==> config.mk <==
export PLATFORM = sky130hd
export DESIGN_NAME = dest_header_tx
export DESIGN_NICKNAME = d
export VERILOG_FILES = /design/src/rtl/dest_header_tx.sv
export SDC_FILE = /design/constraint.sdc
export NUM_CORES = 1
export LEC_CHECK = 0
export CAP_MARGIN = 40
export CORE_MARGIN = 2
export CORE_UTILIZATION = 45
export CTS_CLUSTER_SIZE = 16
export DETAILED_ROUTE_END_ITERATION = 16
export PLACE_DENSITY = 0.88
export REMOVE_ABC_BUFFERS = 1
export SYNTH_ARGS = -nofsm -noshare
export SYNTH_HDL_FRONTEND = slang
export SYNTH_SLANG_ARGS = --single-unit
==> constraint.sdc <==
create_clock -name clock -period 1.6 [get_ports clock]
set_input_delay 0.16 -clock clock [delete_from_list [all_inputs] [get_ports clock]]
set_output_delay 0.16 -clock clock [all_outputs]
set_load 0.05 [all_outputs]
==> src/rtl/dest_header_tx.sv <==
// dest_header_tx
// Transmit side of the node destination check. On start it captures this node's
// ID, a destination ID and a payload length, then streams a 4-word header over a
// valid/ready interface: DEST, SRC, LEN, CHECKSUM (DEST ^ SRC ^ LEN).
//
// Ports
//   clock, nrst          clock and asynchronous active-low reset
//   en                   global enable; low freezes all state and drops out_valid
//   start                header request, sampled only in IDLE
//   MY_NODE_ID           this node's ID (SRC word)
//   destinationID        target node ID (DEST word)
//   payload_len          payload length, zero-extended into the LEN word
//   out_ready            downstream ready
//   out_valid/out_data   header word stream
//   out_last             marks the CHECKSUM word
//   busy                 high in SEND and DONE
//   self_addr            captured DEST == captured SRC, valid while busy
//   done                 one-cycle pulse after the last word is accepted
//
// state | meaning
// IDLE  | waiting for start
// SEND  | emitting header word idx
// DONE  | done asserted; returns to IDLE on the next enabled edge

module dest_header_tx #(
    parameter int ID_W  = 16,
    parameter int LEN_W = 8
) (
    input  logic             clock,
    input  logic             nrst,
    input  logic             en,
    input  logic             start,
    input  logic [ID_W-1:0]  MY_NODE_ID,
    input  logic [ID_W-1:0]  destinationID,
    input  logic [LEN_W-1:0] payload_len,
    input  logic             out_ready,
    output logic             out_valid,
    output logic [ID_W-1:0]  out_data,
    output logic             out_last,
    output logic             busy,
    output logic             self_addr,
    output logic             done
);

    typedef enum logic [1:0] {
        ST_IDLE = 2'd0,
        ST_SEND = 2'd1,
        ST_DONE = 2'd2
    } state_t;

    state_t          state_q;
    logic [1:0]      idx_q;
    logic [ID_W-1:0] dest_q;
    logic [ID_W-1:0] src_q;
    logic [ID_W-1:0] len_q;
    logic            self_q;
    logic [ID_W-1:0] chk_w;

    assign chk_w = dest_q ^ src_q ^ len_q;

    // out_valid is the only output that depends combinationally on an input (en),
    // so a disabled cycle never presents a word downstream.
    assign out_valid = en & (state_q == ST_SEND);
    assign out_last  = (state_q == ST_SEND) && (idx_q == 2'd3);
    assign busy      = (state_q != ST_IDLE);
    assign done      = (state_q == ST_DONE);
    assign self_addr = self_q;

    // Word select depends only on registered idx/captures, so data holds
    // under backpressure and while en is low.
    always_comb begin
        out_data = '0;
        if (state_q == ST_SEND) begin
            case (idx_q)
                2'd0:    out_data = dest_q;
                2'd1:    out_data = src_q;
                2'd2:    out_data = len_q;
                default: out_data = chk_w;
            endcase
        end
    end

    always_ff @(posedge clock or negedge nrst) begin
        if (!nrst) begin
            state_q <= ST_IDLE;
            idx_q   <= 2'd0;
            dest_q  <= '0;
            src_q   <= '0;
            len_q   <= '0;
            self_q  <= 1'b0;
        end else if (en) begin
            case (state_q)
                ST_IDLE: begin
                    if (start) begin
                        dest_q  <= destinationID;
                        src_q   <= MY_NODE_ID;
                        len_q   <= ID_W'(payload_len);
                        self_q  <= (destinationID == MY_NODE_ID);
                        idx_q   <= 2'd0;
                        state_q <= ST_SEND;
                    end
                end
                ST_SEND: begin
                    // en is already high here, so out_ready alone marks a transfer.
                    if (out_ready) begin
                        if (idx_q == 2'd3) begin
                            state_q <= ST_DONE;
                        end else begin
                            idx_q <= idx_q + 2'd1;
                        end
                    end
                end
                ST_DONE: begin
                    self_q  <= 1'b0;
                    state_q <= ST_IDLE;
                end
                default: state_q <= ST_IDLE;
            endcase
        end
    end

endmodule
Word-level counts from Yosys, hierarchy flattened
Cells that the tools add are included.
{"block": "op_classes", "add_sub_neg": 1, "eq_ne": 10, "n_mux": 12, "n_bitwise": 3, "reduce_logical": 10}
{"op": "16-bit one-hot mux with 3 select lines", "count": 1}
{"op": "16-bit == test", "count": 1}
{"op": "16-bit two-way mux", "count": 1}
{"op": "16-bit XOR", "count": 1}
{"op": "16-bit by 8-bit XOR with 16-bit output", "count": 1}
{"op": "2-bit two-way mux", "count": 6}
{"op": "2-bit one-hot mux with 2 select lines", "count": 2}
{"op": "2-bit == test, second input constant", "count": 3}
{"op": "2-bit inequality test, second input constant", "count": 3}
{"op": "3-bit AND reduction", "count": 2}
{"op": "2-bit nonzero test", "count": 3}
{"op": "5-bit AND reduction", "count": 1}
{"op": "2-bit by 1-bit == test with 1-bit output, second input constant", "count": 2}
{"op": "2-bit logical NOT", "count": 2}
{"op": "4-bit AND reduction", "count": 1}
{"op": "2-bit by 1-bit adder with 2-bit output, second input constant", "count": 1}
{"op": "2-bit by 1-bit inequality test with 1-bit output, second input constant", "count": 1}
{"op": "1-bit one-hot mux with 2 select lines", "count": 1}
{"op": "1-bit bitwise AND", "count": 1}
{"op": "1-bit logical AND", "count": 1}
{"op": "1-bit two-way mux", "count": 1}
{"block": "totals", "regBits": 45, "in_bits": 45, "word_cells": 42}

Depth between registers and ports, before layout
{"block": "logic_depth", "word_depth": 4, "depth_mapped": 6, "depth_no_buf": 5}

Worst setup path after synthesis
Ideal clock, no wire load.
{"block": "synth_timing", "path_type": "reg2out", "start": "register idx_q[0]", "end": "output out_data[0]", "arrival_time_ps": 1882, "required_ps": 1440, "slack_ps": -442, "stages_incl_launch_ff": 6, "path_cell_list": "dfrtp_1 ha_1 clkbuf_1 nand2b_1 clkbuf_1 o22ai_1"}
{"block": "synth_via", "elab_chain_len": 3, "word_cells_on_any_way": 5}
{"item": "from (decl)", "line_no": "52", "source": "logic [1:0] idx_q;"}
{"item": "from (signal assigned)", "line_no": "109", "source": "idx_q <= idx_q + 2'd1;"}
{"item": "2-bit == test (tied with other cells)", "line_no": "74", "source": "case (idx_q)"}
{"item": "16-bit one-hot mux with 3 select lines (*)", "line_no": "74"}
{"item": "16-bit two-way mux (*)", "line_no": "73", "source": "if (state_q == ST_SEND) begin"}
{"item": "to (decl)", "line_no": "38", "source": "output logic [ID_W-1:0] out_data,"}
Every way passes the cells marked *; elsewhere a longest branch is shown, timed or not.

Worst setup path in the final report
{"block": "layout_timing", "start": "register idx_q[0]", "end": "output out_data[7]"}
The elaborated chain is that of the path after synthesis.

==> results_dict.tcl <==
set metrics [dict create \
    layout_setup_ws_ns -0.4064 \
    synthFlopType "dfrtp_1" \
    synthDistinctLibCells 35 \
    startpoint_type "register" \
    powerDensity_nw_per_um2 2352 \
    layoutNonFillerInstCount 374 \
    std_cell_rows 28 \
    first_iter_violations 130 \
    fmax_mhz 498.4 \
    numCtsBuffers 5 \
    antenna_left 0 \
    whs_ns 0.3715 \
    drv_slew 0 \
    path_cells "buf_6 > ha_4 > a222oi_1 > o22ai_2 > buf_12" \
    dieWidth_um 81.39 \
    p_total_uw 9551 \
    max-cap-violations 0 \
    critPathRequiredTime_ns 1.44 \
    grt_setup_unrepaired "true" \
    post_synth.cell_area_avg_um2 12.59 \
    antenna_found_initial 0 \
    grt_max_degree 24 \
    routed_wl_um 6823 \
    cp_max_fo 9 \
    reg2reg_depth 5 \
    synth_top_area_share 0.4178 \
    yosysWarnings 0 \
    place.gp.congestion 0.8186 \
    grt-ovfl-total 0 \
    clk_latency_ns 0.30 \
    hold_path.class "input port to asynchronous set/reset pin" \
    async_flop_share 1.000 \
    vias 2067 \
    leakage_uw 0.001732 \
    synth-seq-area-share 0.4178 \
    worstSetupPathType "register to output pin" \
    worst_slew_pin_slew_ns 0.5099 \
    skew_ns 0.006243 \
    grt_pass1_vias 2135 \
    report.final.hold_viol_count 0 \
    end_kind "output pin" \
    cts_tree "done" \
    path_clk_slew_ns 0.08 \
    maxSlewHeadroom 0.6600 \
    cts_max_level 2 \
    status "complete, but fails checks" \
    crit_path_max_incr_delay_ns 0.45 \
    yosys.area.top_type "dfrtp_1" \
    dieArea_um2 6624 \
    wl_per_cell_um 18.24 \
    finalSetupViolations 17 \
    area_growth_syn_to_layout_pct 50.65 \
    cts_buffer_depth 2 \
    port_buffers 65 \
    synth_seq_cells 45 \
    drive_gt1_frac 0.4114 \
    synth_area_leaders "dfrtp_1 42%, mux2_4 22%, xnor2_1 7.5%" \
    core_area_um2 5851 \
    slowest_stage "dfrtp_2" \
    final.min_clock_period_ns 2.006 \
    arrival_ns 1.85 \
    finalCritPeriodShare 1.254 \
    initial_core_util 0.4607 \
    yosysMostFrequentCell "dfrtp_1" \
    grt_usage 0.2050 \
    synth_common_cells "45 x dfrtp_1, 39 x mux2_4, 23 x xnor2_1" \
    firstDrtPassIters 5 \
    netlist_instances 214 \
    cts_root_buffer "clkbuf_8" \
    drc 0 \
    fin_nets 347 \
    vias_per_cell 5.527 \
    synth-edff-count 0 \
    die_y_um 81.39 \
    violations "negative setup slack" \
    synthesis.area_um2 2695 \
    dpl_worst_slack_ns -0.2095 \
    diodes 0 \
    grt_pass1_wl_um 10230 \
    dp.cells 360 \
    hpwlAfterDp_um 4740 \
    clock_sinks 45 \
    vdd.ir_drop.worst_mv 1.693 \
    ios 66 \
]
[metal layers]
layer | global-route usage | part of all wire | routed length [um] | up-vias
met4 | 0.07966 | 0.015 | 103 | 0
met3 | 0.02667 | 0.045 | 306 | 10
met1 | 0.2450 | 0.41 | 2809 | 1030
met5 | 0 | 0 | 0 | -
met2 | 0.3713 | 0.53 | 3604 | 75
li1 | - | - | - | 952
[per-stage QoR]
| step | setup TNS, ns | instance area [um2] | utilization |
|---|---|---|---|
| after floorplan | -4.783 | 2567 | - |
| after detailed placement | -5.681 | 3697 | 0.6320 |
| final | -5.964 | 4060 | 0.6940 |
| after global placement | -4.297 | 3697 | 0.6320 |
| after CTS | -5.551 | 3921 | 0.6702 |
| after global routing | -6.908 | 4060 | 0.6940 |
[cells by family (layout without fill, tap and decap cells)]
| family | count (synthesis) | in the layout | synth area share |
|---|---|---|---|
| compound gates | 48 | 48 | 0.1240 |
| xor+xnor | 32 | 32 | 0.1040 |
| fa+ha+maj | 4 | 4 | 0.01857 |
| buf+inv | 18 | 103 | 0.05432 |
| flops | 45 | 45 | 0.4178 |
| mux | 41 | 41 | 0.2256 |
| simple gates | 26 | 26 | 0.05571 |
[state kept, by name, indices dropped and copies added (netlist names)]
register	flops
self_addr	1
state_q	2
src_q	16
len_q	8
idx_q	2
dest_q	16
[timing repair]
action	4_1_cts	5_1_grt
gates cloned	0	2
pin swaps	20	15
setup buffers	2	1
hold buffers	1	0
endpoints found under the hold margin	21	0
gates resized for setup	25	24
setup endpoints to repair	17	34
[critical path: cells and delay by family (launching register included)]
family                   cells  cell delay [ns]
adder cells (fa/ha/maj)      1             0.19
flip-flops                   1             0.45
buffers and inverters        2             0.31
AO/OA/AOI/OAI                2             0.60
[final timing paths]
check / slack, ns / start / end
hold reg to reg: 0.54 / self_addr$_DFFE_PN0P_ / self_addr$_DFFE_PN0P_
hold / removal: 0.37 / nrst / len_q[5]$_DFFE_PN0P_
setup / recovery: -0.41 / idx_q[0]$_DFFE_PN0P_ / out_data[7]
min in group clock: 0.47 / payload_len[6] / len_q[6]$_DFFE_PN0P_
setup reg to reg: 0.01 / state_q[1]$_DFFE_PN0P_ / dest_q[14]$_DFFE_PN0P_
max in group asynchronous: 0.61 / nrst / len_q[1]$_DFFE_PN0P_
[placed cells by master (no fill, tap or decap), drive strengths merged, types with 2 or more instances in the layout]
master / count
nand2: 9
or2: 2
nand2b: 2
xor2: 9
o21ai: 19
ha: 4
inv: 5
buf: 44
o22ai: 8
a22o: 11
mux2: 41
clkbuf: 9
a222oi: 8
xnor2: 23
clkdlybuf4s50: 43
dfrtp: 45
nand4: 4
[cell type report]
cell class | instances | area [um2]
fillers | 382 | 1790
multi-input cells | 151 | 1575
repair buffers | 90 | 1142
flip-flops and latches | 45 | 1129
clock buffers | 7 | 96.34
well taps | 75 | 93.84
inverters | 5 | 18.77
clock inverters | 1 | 5.005
[report_power, final]
part	leakage (uW)	switching, uW	internal [uW]
registers	0.000539	593	1690
logic	0.00114	3040	3450
clock network	0.0000542	385	391
total	0.00173	4020	5530
Power figures use the tool's default switching activity.
